===== src/rtl/ibex_pkg.sv =====
// Shared Ibex types: multi-bit boolean encoding for hardened status signals
// and the state encoding of the core clock sleep sequencer.
package ibex_pkg;

  typedef logic [3:0] ibex_mubi_t;

  localparam ibex_mubi_t IbexMuBiOn  = 4'b0101;
  localparam ibex_mubi_t IbexMuBiOff = 4'b1010;

  // SleepRun and SleepSleep are two bit flips apart, so a single upset from
  // RUN lands in a clock-on state rather than gating the core.
  typedef enum logic [1:0] {
    SleepRun      = 2'b01,
    SleepIdleWait = 2'b11,
    SleepSleep    = 2'b10,
    SleepWake     = 2'b00
  } sleep_state_e;

endpackage


===== src/rtl/ibex_sat_counter.sv =====
// Saturating up-counter with synchronous clear; clear wins over increment.
module ibex_sat_counter #(
  parameter int unsigned Width = 32
) (
  input  logic             clk_i,
  input  logic             rst_ni,
  input  logic             clr_i,
  input  logic             inc_i,
  output logic [Width-1:0] cnt_o
);

  logic [Width-1:0] cnt_q, cnt_d;

  always_comb begin
    cnt_d = cnt_q;
    if (clr_i) begin
      cnt_d = '0;
    end else if (inc_i && (cnt_q != {Width{1'b1}})) begin
      cnt_d = cnt_q + Width'(1);
    end
  end

  always_ff @(posedge clk_i or negedge rst_ni) begin
    if (!rst_ni) begin
      cnt_q <= '0;
    end else begin
      cnt_q <= cnt_d;
    end
  end

  assign cnt_o = cnt_q;

endmodule


===== src/rtl/ibex_sleep_ctrl.sv =====
// Sleep/wake sequencer for the core clock gate: idle hysteresis before gating,
// a forced-on hold-off after waking, a sleep-cycle statistic and a busy alert.
module ibex_sleep_ctrl
  import ibex_pkg::*;
#(
  parameter bit          SecureIbex = 1'b0,
  parameter int unsigned IdleHyst   = 4,
  parameter int unsigned WakeHold   = 2,
  parameter int unsigned CntWidth   = 32
) (
  input  logic                clk_i,
  input  logic                rst_ni,
  input  logic [3:0]          core_busy_i,
  input  logic                debug_req_i,
  input  logic                irq_pending_i,
  input  logic                irq_nm_i,
  input  logic                cnt_clr_i,
  output logic                clock_en_o,
  output logic                core_sleep_o,
  output logic                wake_o,
  output logic [CntWidth-1:0] sleep_cycles_o,
  output logic                alert_o
);

  localparam int unsigned TmrMax = (IdleHyst > WakeHold) ? IdleHyst : WakeHold;
  localparam int unsigned TmrW   = (TmrMax > 1) ? $clog2(TmrMax) : 1;
  localparam logic [TmrW-1:0] IdleLoad = TmrW'((IdleHyst > 0) ? IdleHyst - 1 : 0);
  localparam logic [TmrW-1:0] HoldLoad = TmrW'((WakeHold > 0) ? WakeHold - 1 : 0);

  sleep_state_e    state_q;
  ibex_mubi_t      busy_q;
  logic [TmrW-1:0] tmr_q;
  logic            wake_q;
  logic            alert_q;

  logic wake_any, illegal, busy, idle;

  assign wake_any = debug_req_i | irq_pending_i | irq_nm_i;
  assign illegal  = (busy_q != IbexMuBiOn) && (busy_q != IbexMuBiOff);
  // Hardened mode treats anything but a clean Off as busy so faults keep the clock on.
  assign busy     = SecureIbex ? (busy_q != IbexMuBiOff) : busy_q[0];
  assign idle     = ~busy & ~wake_any;

  always_ff @(posedge clk_i or negedge rst_ni) begin
    if (!rst_ni) begin
      state_q <= SleepRun;
      busy_q  <= IbexMuBiOff;
      tmr_q   <= '0;
      wake_q  <= 1'b0;
      alert_q <= 1'b0;
    end else begin
      busy_q <= core_busy_i;
      wake_q <= 1'b0;
      if (SecureIbex && illegal) begin
        alert_q <= 1'b1;
      end
      case (state_q)
        SleepRun: begin
          if (idle) begin
            if (IdleHyst > 0) begin
              state_q <= SleepIdleWait;
              tmr_q   <= IdleLoad;
            end else begin
              state_q <= SleepSleep;
            end
          end
        end
        SleepIdleWait: begin
          if (!idle) begin
            state_q <= SleepRun;
          end else if (tmr_q == '0) begin
            state_q <= SleepSleep;
          end else begin
            tmr_q <= tmr_q - TmrW'(1);
          end
        end
        SleepSleep: begin
          if (wake_any) begin
            if (WakeHold > 0) begin
              state_q <= SleepWake;
              tmr_q   <= HoldLoad;
            end else begin
              state_q <= SleepRun;
              wake_q  <= 1'b1;
            end
          end
        end
        SleepWake: begin
          if (tmr_q == '0) begin
            state_q <= SleepRun;
            wake_q  <= 1'b1;
          end else begin
            tmr_q <= tmr_q - TmrW'(1);
          end
        end
        default: state_q <= SleepRun;
      endcase
    end
  end

  // Wake inputs bypass the state register so the first core edge is not delayed.
  assign clock_en_o   = (state_q != SleepSleep) | wake_any;
  assign core_sleep_o = ~clock_en_o;
  assign wake_o       = wake_q;
  assign alert_o      = alert_q;

  ibex_sat_counter #(
    .Width(CntWidth)
  ) u_sleep_cnt (
    .clk_i  (clk_i),
    .rst_ni (rst_ni),
    .clr_i  (cnt_clr_i),
    .inc_i  (state_q == SleepSleep),
    .cnt_o  (sleep_cycles_o)
  );

endmodule

===== config.mk =====
export PLATFORM = sky130hd
export DESIGN_NAME = ibex_sleep_ctrl
export DESIGN_NICKNAME = d
export VERILOG_FILES = /design/src/rtl/ibex_pkg.sv /design/src/rtl/ibex_sat_counter.sv /design/src/rtl/ibex_sleep_ctrl.sv
export SDC_FILE = /design/constraint.sdc
export NUM_CORES = 1
export LEC_CHECK = 0
export ABC_AREA = 1
export BUFFER_PORTS_ARGS = -buffer_cell sky130_fd_sc_hd__buf_4
export CAP_MARGIN = 15
export CORE_MARGIN = 4
export CORE_UTILIZATION = 51
export DETAILED_ROUTE_END_ITERATION = 10
export PLACE_DENSITY_LB_ADDON = 0.15
export SYNTH_ARGS = -nofsm -noshare
export SYNTH_HDL_FRONTEND = slang
export SYNTH_SLANG_ARGS = --single-unit
export TNS_END_PERCENT = 100

===== constraint.sdc =====
create_clock -name clk_i -period 1.6 [get_ports clk_i]
set_input_delay 0.4 -clock clk_i [delete_from_list [all_inputs] [get_ports clk_i]]
set_output_delay 0.4 -clock clk_i [all_outputs]
set_load 0.005 [all_outputs]

==> flow_summary.yaml, run 1 <==
place:
  hpwl_mm: 5.299
  gp_congestion: 0.9087
  dp.cells: 544
  io_buffers: 41
  dp_slack_ps: -82.87
drt:
  routed_wl_mm: 10.36
  num_vias: 3391
  detail-route-antenna-nets: 0
  viasPerCell: 5.908
  wire_per_inst_um: 18.05
  drc: 0
  drt_iter0_markers: 396
  dr.pass1.iters: 7
cts:
  clkLatencyLatePin_ps: 300
  numCtsBuffers: 5
  cts_tree: "done"
  cts_max_level: 2
  cts.sinks: 38
  cts-root-buf: "clkbuf_8"
  cts.clk_slew.worst_paths_ps: 80
  cts_max_path_buffers: 2
  ctsHoldBuffers: 0
setup_path:
  crit_arrival_ps: 2150
  regToRegStartpoint: "u_sleep_cnt.cnt_o[25]"
  startpoint_type: "flip-flop"
  cp_common_cell: "nand2_1"
  critPathRequiredTime_ps: 1840
  crit_start: "u_sleep_cnt.cnt_o[25]"
  r2r-end: "u_sleep_cnt.cnt_o[25]"
  max_stage_delay_ps: 380
  reg2reg_depth: 13
  path_cells: "nand2_1 > nor2_1 > nand2_1 > nor2_2 > nand2_2 > nand2_2 > nand2_4 > inv_6 > buf_12 > buf_12 > buf_12 > nand2_1 > nand2_1"
  cp_slowest_cell: "dfrtp_1"
  critPathMaxFanout: 5
  critPathKind: "reg -> reg"
  rrSetupSlack_ps: -310
  worstSetupEndpointType: "flip-flop"
worst_hold_path:
  hp-class: "in -> async"
layout:
  drive_above_1_share: 0.3767
  fin_cells: 574
  final_nets: 523
  areaGrowthSynthToFinish_pct: 54.24
  antenna_cells: 0
  fill_cells: 283
timing:
  tns_ps: -7582
  rsz0062_at_grt: "true"
  slew_viol_final: 0
  finClkSkew_ps: 9.771
  hold_viol: 0
  finalSetupViolCount: 34
  period_share: 1.193
  fin_hold_ws_ps: 57.04
  setup_slack_ps: -309.0
  min_period_ps: 1909
  max_freq_mhz: 523.8
logic_synthesis:
  syn_inst: 397
  synthesis.nets: 414
  synthesis.area_sq_um: 2625
  ys_warn_count: 1
  postSynthAreaPerCell_sq_um: 6.612
  seq_area_frac_synth: 0.3627
  ys_types: 32
  synth-seq-cells: 38
floorplanning:
  dieArea_sq_um: 6359
  fp.coreArea_sq_um: 4848
  rows: 25
  initial_utilization: 0.5414
  die_w_um: 79.75
  ios: 46
  die_y_um: 79.75
grt:
  grt_first_pass_wirelength_mm: 14.22
  grt_max_degree: 39
  grt_pass1_vias: 3084
  grt_use_total: 0.2892
  grt.overflow.total: 0
  antenna_found_initial: 0
run:
  max_cap_violations: 0
run_status:
  violations: "negative setup slack"
  status: "finished with violations"
power:
  p_leak_nw: 2.056
  total_power_mw: 3.627
  vdd_ir_drop_max_v: 0.0006079
  power_density_nw_per_um2: 895.9
## sequential cells by signal (all words and copies together), names as in the netlist
| name | flops |
|---|---|
| u_sleep_cnt.cnt_o | 32 |
| wake_o | 1 |
| tmr_q | 2 |
| state_q | 2 |
| busy_q | 1 |
## worst max path at each step
stage	end	slack, ps	cells after the start
3_3_place_gp	u_sleep_cnt.cnt_o[19]	-20	12
3_5_place_dp	u_sleep_cnt.cnt_o[19]	-80	12
2_1_floorplan	u_sleep_cnt.cnt_o[18]	-80	12
4_1_cts	clock_en_o	-110	6
6_report	u_sleep_cnt.cnt_o[25]	-310	13
5_1_grt	u_sleep_cnt.cnt_o[24]	-340	13
## report_power, final
part | switching [mW] | total (mW) | leakage [nW] | internal (mW)
registers | 0.0644 | 1.12 | 0.518 | 1.05
clock network | 0.384 | 0.733 | 0.0482 | 0.349
logic | 0.913 | 1.78 | 1.49 | 0.864
## final cells by class
class,count,area [sq um],share of cell area
clock buffer,7,86.33,0.02132
timing repair buffer,112,1062,0.2624
sequential,38,952.2,0.2352
clock inverter,1,5.005,0.001236
tap,67,83.83,0.02070
multi-input combinational,309,1702,0.4203
inverter,40,157.7,0.03894
## cells in the mapped netlist (all sizes together)
cell	n	area share
nor3b	1	0.0029
xor2	8	0.027
ha	7	0.033
buf	8	0.027
o22ai	1	0.0024
a21oi	7	0.013
nand2	162	0.24
conb	1	0.0014
clkinv	1	0.0014
xnor2	3	0.010
and2	1	0.0024
o21ai	9	0.017
dfstp	1	0.010
nand3	32	0.061
clkbuf	2	0.0029
nand4	11	0.026
o21bai	3	0.0086
a211oi	1	0.0029
nand3b	1	0.0029
dfrtp	37	0.35
inv	39	0.056
nor2	61	0.10
## logic make-up after synthesis
| logic type | Yosys count | share of synthesized area |
|---|---|---|
| and+or+nand+nor | 269 | 0.4347 |
| AOI/OAI and AO/OA | 21 | 0.04433 |
| xor gates and xnor gates | 11 | 0.03670 |
| buffers and inverters | 50 | 0.08675 |
| adders and majority gates | 7 | 0.03336 |
| DFF | 38 | 0.3627 |
| other | 1 | 0.001429 |
## timing repair
action,4_1_cts,5_1_grt
gates cloned,5,2
setup endpoints to repair,34,38
setup buffers,12,8
pin swaps,10,16
resized for setup,40,49
## routing by layer
metal	GRT usage	vias up	share of wire
met2	0.5000	280	0.49
met1	0.3326	1573	0.35
met3	0.06208	81	0.10
met4	0.1537	0	0.063
li1	-	1457	-
met5	0	-	0
## cell usage in the layout, fill, tap and decap left out, types with 5 or more instances in the layout
cell type and count:
dfrtp_1 37, buf_4 93, xor2_1 8, nand2_2 25
nand3_1 24, inv_1 34, nor2_4 5, ha_1 5
nor2_2 8, buf_6 5, nand2_1 129, nand2_4 8
clkbuf_8 6, nor2_1 47, buf_12 8, nand4_1 11
nand3_2 7
## metrics by stage
stage	util	area [sq um]
finish	0.8351	4049
global route	0.8351	4049
CTS	0.7902	3831
detailed placement	0.6957	3373
global placement	0.6957	3373
floorplan	-	2644
## critical path, delay by kind of cell, from the launching register on
kind          cells  cell delay, ps
buf+inv           4             390
simple gates      9            1060
flops             1             380
No activity file was read; power rests on OpenSTA's default activity.
==> inputs of run 2 (changes only) <==
--- a/config.mk
+++ b/config.mk
@@ -7,3 +7,2 @@
 export LEC_CHECK = 0
-export ABC_AREA = 1
 export BUFFER_PORTS_ARGS = -buffer_cell sky130_fd_sc_hd__buf_4
@@ -11,3 +10,3 @@
 export CORE_MARGIN = 4
-export CORE_UTILIZATION = 51
+export CORE_UTILIZATION = 50
 export DETAILED_ROUTE_END_ITERATION = 10
==> constraint.sdc (replaced) <==
create_clock -name clk_i -period 1.6 [get_ports clk_i]
set_input_delay 0.24 -clock clk_i [delete_from_list [all_inputs] [get_ports clk_i]]
set_output_delay 0.24 -clock clk_i [all_outputs]
set_load 0.005 [all_outputs]
==> run 2 against run 1 <==
The flow now stops in global routing; synthesized cell count down 36%; synthesized area fell by 10%.
==> flow_summary.yaml, run 2 <==
run_status:
  status: "stopped before the end"
  failing_step: "global routing"
  error: "[ERROR GRT-0232] Routing congestion too high. Check the congestion heatmap in the GUI."
logic_synthesis:
  ys_types: 45
  synthFlopType: "dfrtp_1"
  synthesis.nets: 272
  synthesis.area_sq_um: 2361
  ys_warn_count: 1
  synth.cells.most_frequent: "37 x dfrtp_1, 25 x a21oi_1, 16 x nand2_1, 15 x nor2_1"
  synth_area_leaders: "dfrtp_1 39%, a21oi_1 5.3%, or4_1 4.5%, o31ai_1 4.1%, ha_1 3.7%"
  async_reset_ff_frac: 1.000
  postSynthAreaPerCell_sq_um: 9.259
  synth_top_area_frac: 0.3922
  yosysMostFrequentCell: "dfrtp_1"
  syn_inst: 255
  seq_area_frac_synth: 0.4033
  synth-edff-count: 0
  synth-seq-cells: 38
  synth_largest_area_cell: "dfrtp_1"
grt:
  grt.overflow.total: 167
  grt_max_degree: 39
  grt_use_total: 0.7625
cts:
  cts-root-buf: "clkbuf_8"
  numCtsBuffers: 5
  cts_max_path_buffers: 2
  cts.sinks: 38
  cts_max_level: 2
floorplanning:
  initial_utilization: 0.5277
  ios: 46
  rows: 24
  die_y_um: 76.72
  die_w_um: 76.72
timing:
  worst-ep-kind: "sequential cell input"
  crit_endpoint: "u_sleep_cnt.cnt_o[29]$_DFFE_PN0P_/D"
place:
  io_buffers: 41
  gp_congestion: 0.8725
  hpwl_mm: 5.336
  dp_slack_ps: -484.5
-- run 2: cell types whose count changed after synthesis, moves of 6 or more --
cell,previous run,this run
xor2_1,8,0
a21oi_1,7,25
or3_1,0,11
o31ai_1,0,13
or4_1,0,14
nand3_1,32,11
nor4_1,0,8
and3_1,0,6
nor2_1,56,15
inv_1,38,14
nand4_1,11,5
nand2_1,159,16
-- run 2: cells by family after synthesis --
kind of cell,synth area share
buffers and inverters,0.04928
multiplexers,0.02385
adder cells (fa/ha/maj),0.03709
AO/OA/AOI/OAI,0.1574
flip-flops,0.4033
XOR/XNOR,0.01484
AND/OR/NAND/NOR,0.3127
other,0.001588
-- run 2: through the flow --
step | util | area (sq um) | setup TNS (ps) | std cells | hold WS [ps]
2_1_floorplan | - | 2504 | -7736 | 255 | -55.59
3_3_place_gp | 0.7732 | 3460 | -10270 | 426 | 234.7
3_5_place_dp | 0.7732 | 3460 | -12160 | 426 | 235.0
4_1_cts | 0.9041 | 4045 | -10440 | 460 | 38.24
-- run 2: routing by layer --
layer  GRT overflow  GRT usage
met5              0    0.05455
met4             70     0.8659
met3              0     0.5644
met2             97     0.9678
met1              0     0.7284
-- run 2: timing repair --
item	in CTS
gates resized for setup	59
setup buffers	26
hold buffers	1
endpoints found under the setup margin	38
cloned	0
endpoints found under the hold margin	37
pin swaps	42
==> inputs of run 3 (changes only) <==
Settings changed: CORE_UTILIZATION 50 to 40.
Clock period 1.6 ns to 2.1 ns, I/O delays scaled along.
==> run 3 against run 2 <==
Synthesized cell count stayed put; synthesized area stayed put; the flow now finishes, with violations (negative hold slack, negative setup slack).
==> flow_summary.yaml, run 3 <==
setup_path:
  rrSetupSlack_ps: -10
  worstSetupEndpointType: "flip-flop"
  worst-path-buf-inv: 0
  r2r-end: "u_sleep_cnt.cnt_o[31]"
  cp_common_cell: "or4_4"
  path_cells: "nand4_4 > or4_4 > or3_4 > or4_4 > a21oi_2"
  critPathKind: "reg -> reg"
  critPathMaxFanout: 3
  critPathRequiredTime_ps: 2330
  max_stage_delay_ps: 530
  regToRegStartpoint: "u_sleep_cnt.cnt_o[14]"
  startpoint_type: "flip-flop"
  reg2reg_depth: 5
  cp_slowest_cell: "or4_4"
  crit_arrival_ps: 2340
  critical-path-top-delay-family: "simple AND/OR/NAND/NOR gates"
layout:
  areaGrowthSynthToFinish_pct: 43.24
  fin_cells: 433
  layout_common_cells: "104 x buf_4, 37 x dfrtp_1, 21 x a21oi_1"
  antenna_cells: 0
  final_core_util: 0.6031
  stdcell_area_sq_um: 3382
  largest_reg_flops: 32
  drive_above_1_share: 0.4127
  final_nets: 377
  layout_commonest_cell: "buf_4"
logic_synthesis:
  synthesis.area_sq_um: 2361
  synthFlopType: "dfrtp_1"
  synth-seq-cells: 38
  seq_area_frac_synth: 0.4033
  synth-edff-count: 0
  synth_top_family_by_area: "simple AND/OR/NAND/NOR gates"
  synth_top_area_frac: 0.3922
  async_reset_ff_frac: 1.000
  synth.cells.most_frequent: "37 x dfrtp_1, 25 x a21oi_1, 16 x nand2_1, 15 x nor2_1"
  syn_inst: 255
  synth_largest_area_cell: "dfrtp_1"
  synth.area.mux_share: 0.02385
  postSynthAreaPerCell_sq_um: 9.259
  ys_warn_count: 1
  synth_area_leaders: "dfrtp_1 39%, a21oi_1 5.3%, or4_1 4.5%, o31ai_1 4.1%, ha_1 3.7%"
  synth-simple-area-share: 0.3127
  synth-xor-area-share: 0.01484
  yosysMostFrequentCell: "dfrtp_1"
  synthesis.nets: 272
  ys_types: 45
  synth-adder-area-share: 0.03710
  synth_compound_area_frac: 0.1574
place:
  io_buffers: 41
  dpl_cell_area_sq_um: 3138
  dp.cells: 417
  hpwl_mm: 4.872
  gp_congestion: 0.8332
  dp_slack_ps: -32.42
floorplanning:
  fp.coreArea_sq_um: 5608
  initial_utilization: 0.4210
  die_w_um: 84.83
  ios: 46
  rows: 27
  dieArea_sq_um: 7195
  die_y_um: 84.83
grt:
  grt_use_total: 0.1878
  grt_first_pass_wirelength_mm: 10.93
  grt.met1_usage: 0.2471
  antenna_found_initial: 0
  grt_max_degree: 39
  grt.overflow.total: 0
  gr-usage-met3: 0.04078
  gr-max-usage-layer: "met2"
  met2_usage: 0.3117
  grt_pass1_vias: 2382
power:
  total_power_mw: 2.031
  vdd_ir_drop_max_v: 0.0006188
  power_density_nw_per_um2: 600.5
  p_leak_nw: 1.545
drt:
  drt_iter0_markers: 100
  num_vias: 2421
  dr.pass1.iters: 4
  viasPerCell: 5.591
  detail-route-antenna-nets: 0
  wire_per_inst_um: 15.42
  drc: 0
  routed_wl_mm: 6.675
timing:
  finClkSkew_ps: 11.30
  period_share: 1.006
  tns_ps: -11.57
  finalSetupViolCount: 1
  fin_hold_ws_ps: -9.817
  setup_slack_ps: -11.57
  slew_viol_final: 0
  hold_viol: 33
  rsz0062_at_grt: "true"
  max_freq_mhz: 473.6
  min_period_ps: 2112
cts:
  clkLatencyLatePin_ps: 290
  cts_tree: "done"
  ctsHoldBuffers: 0
  cts.sinks: 38
  cts_max_path_buffers: 2
  numCtsBuffers: 5
  cts_max_level: 2
  cts.clk_slew.worst_paths_ps: 80
  cts-root-buf: "clkbuf_8"
worst_hold_path:
  hp-class: "in -> async"
run_status:
  status: "finished with violations"
  violations: "negative hold slack, negative setup slack"
run:
  max_cap_violations: 0
run 3: cell counts after synthesis:
Identical to the previous run, type by type.
run 3: cell type report:
class / count / area (sq um)
Sequential cell: 38 / 952.2
Tap cell: 72 / 90.09
Fill cell: 544 / 2226
Clock buffer: 8 / 90.09
Multi-Input combinational cell: 193 / 1378
Timing Repair Buffer: 108 / 819.5
Inverter: 14 / 52.55
run 3: power by group:
part           internal, mW  switching (mW)  leakage, nW  total, mW
registers             0.803          0.0380        0.517      0.841
clock network         0.268           0.259       0.0455      0.528
logic                 0.293           0.370        0.982      0.663
total                  1.36           0.667         1.54       2.03
run 3: what timing repair did:
| item | CTS | global route |
|---|---|---|
| gates resized for setup | 6 | 19 |
| setup buffers | 2 | 5 |
| cloned | 0 | 1 |
| pin swaps | 1 | 15 |
| setup endpoints to repair | 9 | 22 |
run 3: cell families (layout without fill, tap and decap cells):
kind of cell / after synthesis / in the layout
XOR/XNOR: 4 / 4
flip-flops: 38 / 38
AND/OR/NAND/NOR: 117 / 117
AO/OA/AOI/OAI: 59 / 59
other: 1 / 1
adder cells (fa/ha/maj): 7 / 7
multiplexers: 5 / 5
buffers and inverters: 24 / 130
run 3: worst max-delay path by stage:
stage,from,end,slack [ps],cells after the start
after floorplan,u_sleep_cnt.cnt_o[7],u_sleep_cnt.cnt_o[31],5,5
final,u_sleep_cnt.cnt_o[14],u_sleep_cnt.cnt_o[31],-10,5
after global routing,u_sleep_cnt.cnt_o[14],u_sleep_cnt.cnt_o[31],-90,5
after global placement,u_sleep_cnt.cnt_o[0],u_sleep_cnt.cnt_o[11],-5,7
after detailed placement,state_q[0],u_sleep_cnt.cnt_o[29],-30,7
after CTS,state_q[0],core_sleep_o,2,7
run 3: routing by layer:
| metal | up-vias | routed length [um] |
|---|---|---|
| met5 | - | 0 |
| met1 | 1191 | 3075 |
| met3 | 10 | 254 |
| met2 | 50 | 3250 |
| met4 | 0 | 95 |
| li1 | 1170 | - |
==> inputs of run 4 (changes only) <==
Settings changed: HOLD_SLACK_MARGIN set to 0.12.
==> run 4 against run 3 <==
The flow finishes with violations (negative setup slack); combinational power is essentially flat; cell count increased by 0.46%; critical path depth did not move; register-to-register slack hardly changed; fmax about the same; flip-flop and latch count unchanged; clock power barely moved; worst setup slack got worse by 1.8 ps; first-iteration DRC count grew 32%; power increased by 0.13%; sequential power about the same; global-route usage is essentially flat; largest power group unchanged.
==> flow_summary.yaml, run 4 (synthesis results as in run 3) <==
place:
  gp_congestion: 0.8332
  io_buffers: 41
  hpwl_mm: 4.872
  dp.cells: 417
run_status:
  status: "finished with violations"
  violations: "negative setup slack"
setup_path:
  crit_arrival_ps: 2340
  reg2reg_depth: 5
  critPathMaxFanout: 3
  rrSetupSlack_ps: -10
  crit_start: "u_sleep_cnt.cnt_o[14]"
  critPathRequiredTime_ps: 2330
  cp_slowest_cell: "or4_4"
  critPathKind: "reg -> reg"
  regToRegStartpoint: "u_sleep_cnt.cnt_o[14]"
  max_stage_delay_ps: 530
  endpoint: "u_sleep_cnt.cnt_o[31]"
  r2r-end: "u_sleep_cnt.cnt_o[31]"
  cp_common_cell: "or4_4"
  startpoint_type: "flip-flop"
  path_cells: "nand4_4 > or4_4 > or3_4 > or4_4 > a21oi_2"
  worstSetupEndpointType: "flip-flop"
cts:
  cts_max_level: 2
  cts-root-buf: "clkbuf_8"
  cts.clk_slew.worst_paths_ps: 80
  clkLatencyLatePin_ps: 290
  cts_tree: "done"
  cts.sinks: 38
  cts_max_path_buffers: 2
  numCtsBuffers: 5
drt:
  dr.pass1.iters: 4
  viasPerCell: 5.589
  routed_wl_mm: 6.712
  drt_iter0_markers: 132
  wire_per_inst_um: 15.43
  num_vias: 2431
  drc: 0
  detail-route-antenna-nets: 0
timing:
  slew_viol_final: 0
  setup_slack_ps: -13.37
  min_period_ps: 2113
  max_freq_mhz: 473.2
  finClkSkew_ps: 11.00
  hold_viol: 0
  period_share: 1.006
  rsz0062_at_grt: "true"
  finalSetupViolCount: 1
layout:
  final_nets: 379
  areaGrowthSynthToFinish_pct: 44.09
  fin_cells: 435
  final_core_util: 0.6066
  drive_above_1_share: 0.4105
  antenna_cells: 0
  largest_reg_flops: 32
  layout_common_cells: "104 x buf_4, 37 x dfrtp_1, 21 x a21oi_1"
  fill_cells: 540
  layout_commonest_cell: "buf_4"
worst_hold_path:
  hp-class: "in -> reg"
floorplanning:
  ios: 46
  dieArea_sq_um: 7195
  die_w_um: 84.83
  fp.coreArea_sq_um: 5608
  die_y_um: 84.83
  rows: 27
  initial_utilization: 0.4210
grt:
  antenna_found_initial: 0
  grt_use_total: 0.1880
  grt_pass1_vias: 2380
  grt.overflow.total: 0
  grt_first_pass_wirelength_mm: 10.94
  grt_max_degree: 39
power:
  p_leak_nw: 1.553
  vdd_ir_drop_max_v: 0.0006188
  total_power_mw: 2.033
  power_density_nw_per_um2: 597.7
run:
  max_cap_violations: 0
==> run 4: how the worst min path moves through the flow <==
stage          slack (ps)               endpoint       from  depth (start not counted)
3_3_place_gp          320   u_sleep_cnt.cnt_o[3]     rst_ni                          1
4_1_cts               290  u_sleep_cnt.cnt_o[27]  cnt_clr_i                          2
5_1_grt               290  u_sleep_cnt.cnt_o[30]  cnt_clr_i                          2
2_1_floorplan          20              busy_q[0]     rst_ni                          0
6_report              290  u_sleep_cnt.cnt_o[30]  cnt_clr_i                          2
3_5_place_dp          320   u_sleep_cnt.cnt_o[2]     rst_ni                          1
==> run 4: power by group <==
part | switching, mW | internal (mW) | total [mW] | leakage (nW)
clock network | 0.260 | 0.268 | 0.528 | 0.0455
logic | 0.370 | 0.295 | 0.665 | 0.990
registers | 0.0379 | 0.803 | 0.840 | 0.517
==> run 4: timing repair <==
item | 4_1_cts | 5_1_grt
hold buffers | 2 | 0
buffers inserted | 2 | 5
endpoints found under the setup margin | 9 | 22
hold endpoints to repair | 38 | 0
resized for setup | 6 | 19
gates cloned | 0 | 1
pin swaps | 1 | 15
==> run 4: stage by stage <==
| step | area, sq um | setup WS [ps] | TNS [ps] | hold slack (ps) |
|---|---|---|---|---|
| 3_3_place_gp | 3138 | -4.724 | -4.724 | 320.3 |
| 3_5_place_dp | 3138 | -32.42 | -78.24 | 319.1 |
| 4_1_cts | 3282 | 1.731 | 0 | 292.0 |
| 5_1_grt | 3402 | -89.02 | -304.7 | 288.4 |
| 2_1_floorplan | 2361 | 4.549 | 0 | 19.41 |
| 6_report | 3402 | -13.37 | -13.37 | 290.4 |
==> run 4: layout make-up <==
| type | count | area (sq um) | area share |
|---|---|---|---|
| tap | 72 | 90.09 | 0.02648 |
| multi-input combinational | 193 | 1378 | 0.4049 |
| inverter | 14 | 52.55 | 0.01545 |
| sequential | 38 | 952.2 | 0.2799 |
| timing repair buffer | 110 | 839.6 | 0.2468 |
| clock buffer | 8 | 90.09 | 0.02648 |
==> run 4: critical path: cells and delay by family, from the launching register on <==
| family | cells | cell delay, ps |
|---|---|---|
| compound gates | 1 | 140 |
| flops | 1 | 410 |
| simple gates | 4 | 1500 |
==> run 4: layer usage <==
layer  share of wire  vias up  wire length [um]  GRT usage
met2            0.49       44              3273     0.3117
met5               0        -                 0          0
met1            0.47     1202              3142     0.2483
met3           0.033        8               219    0.03981
li1                -     1177                 -          -
met4           0.011        0                76    0.05324
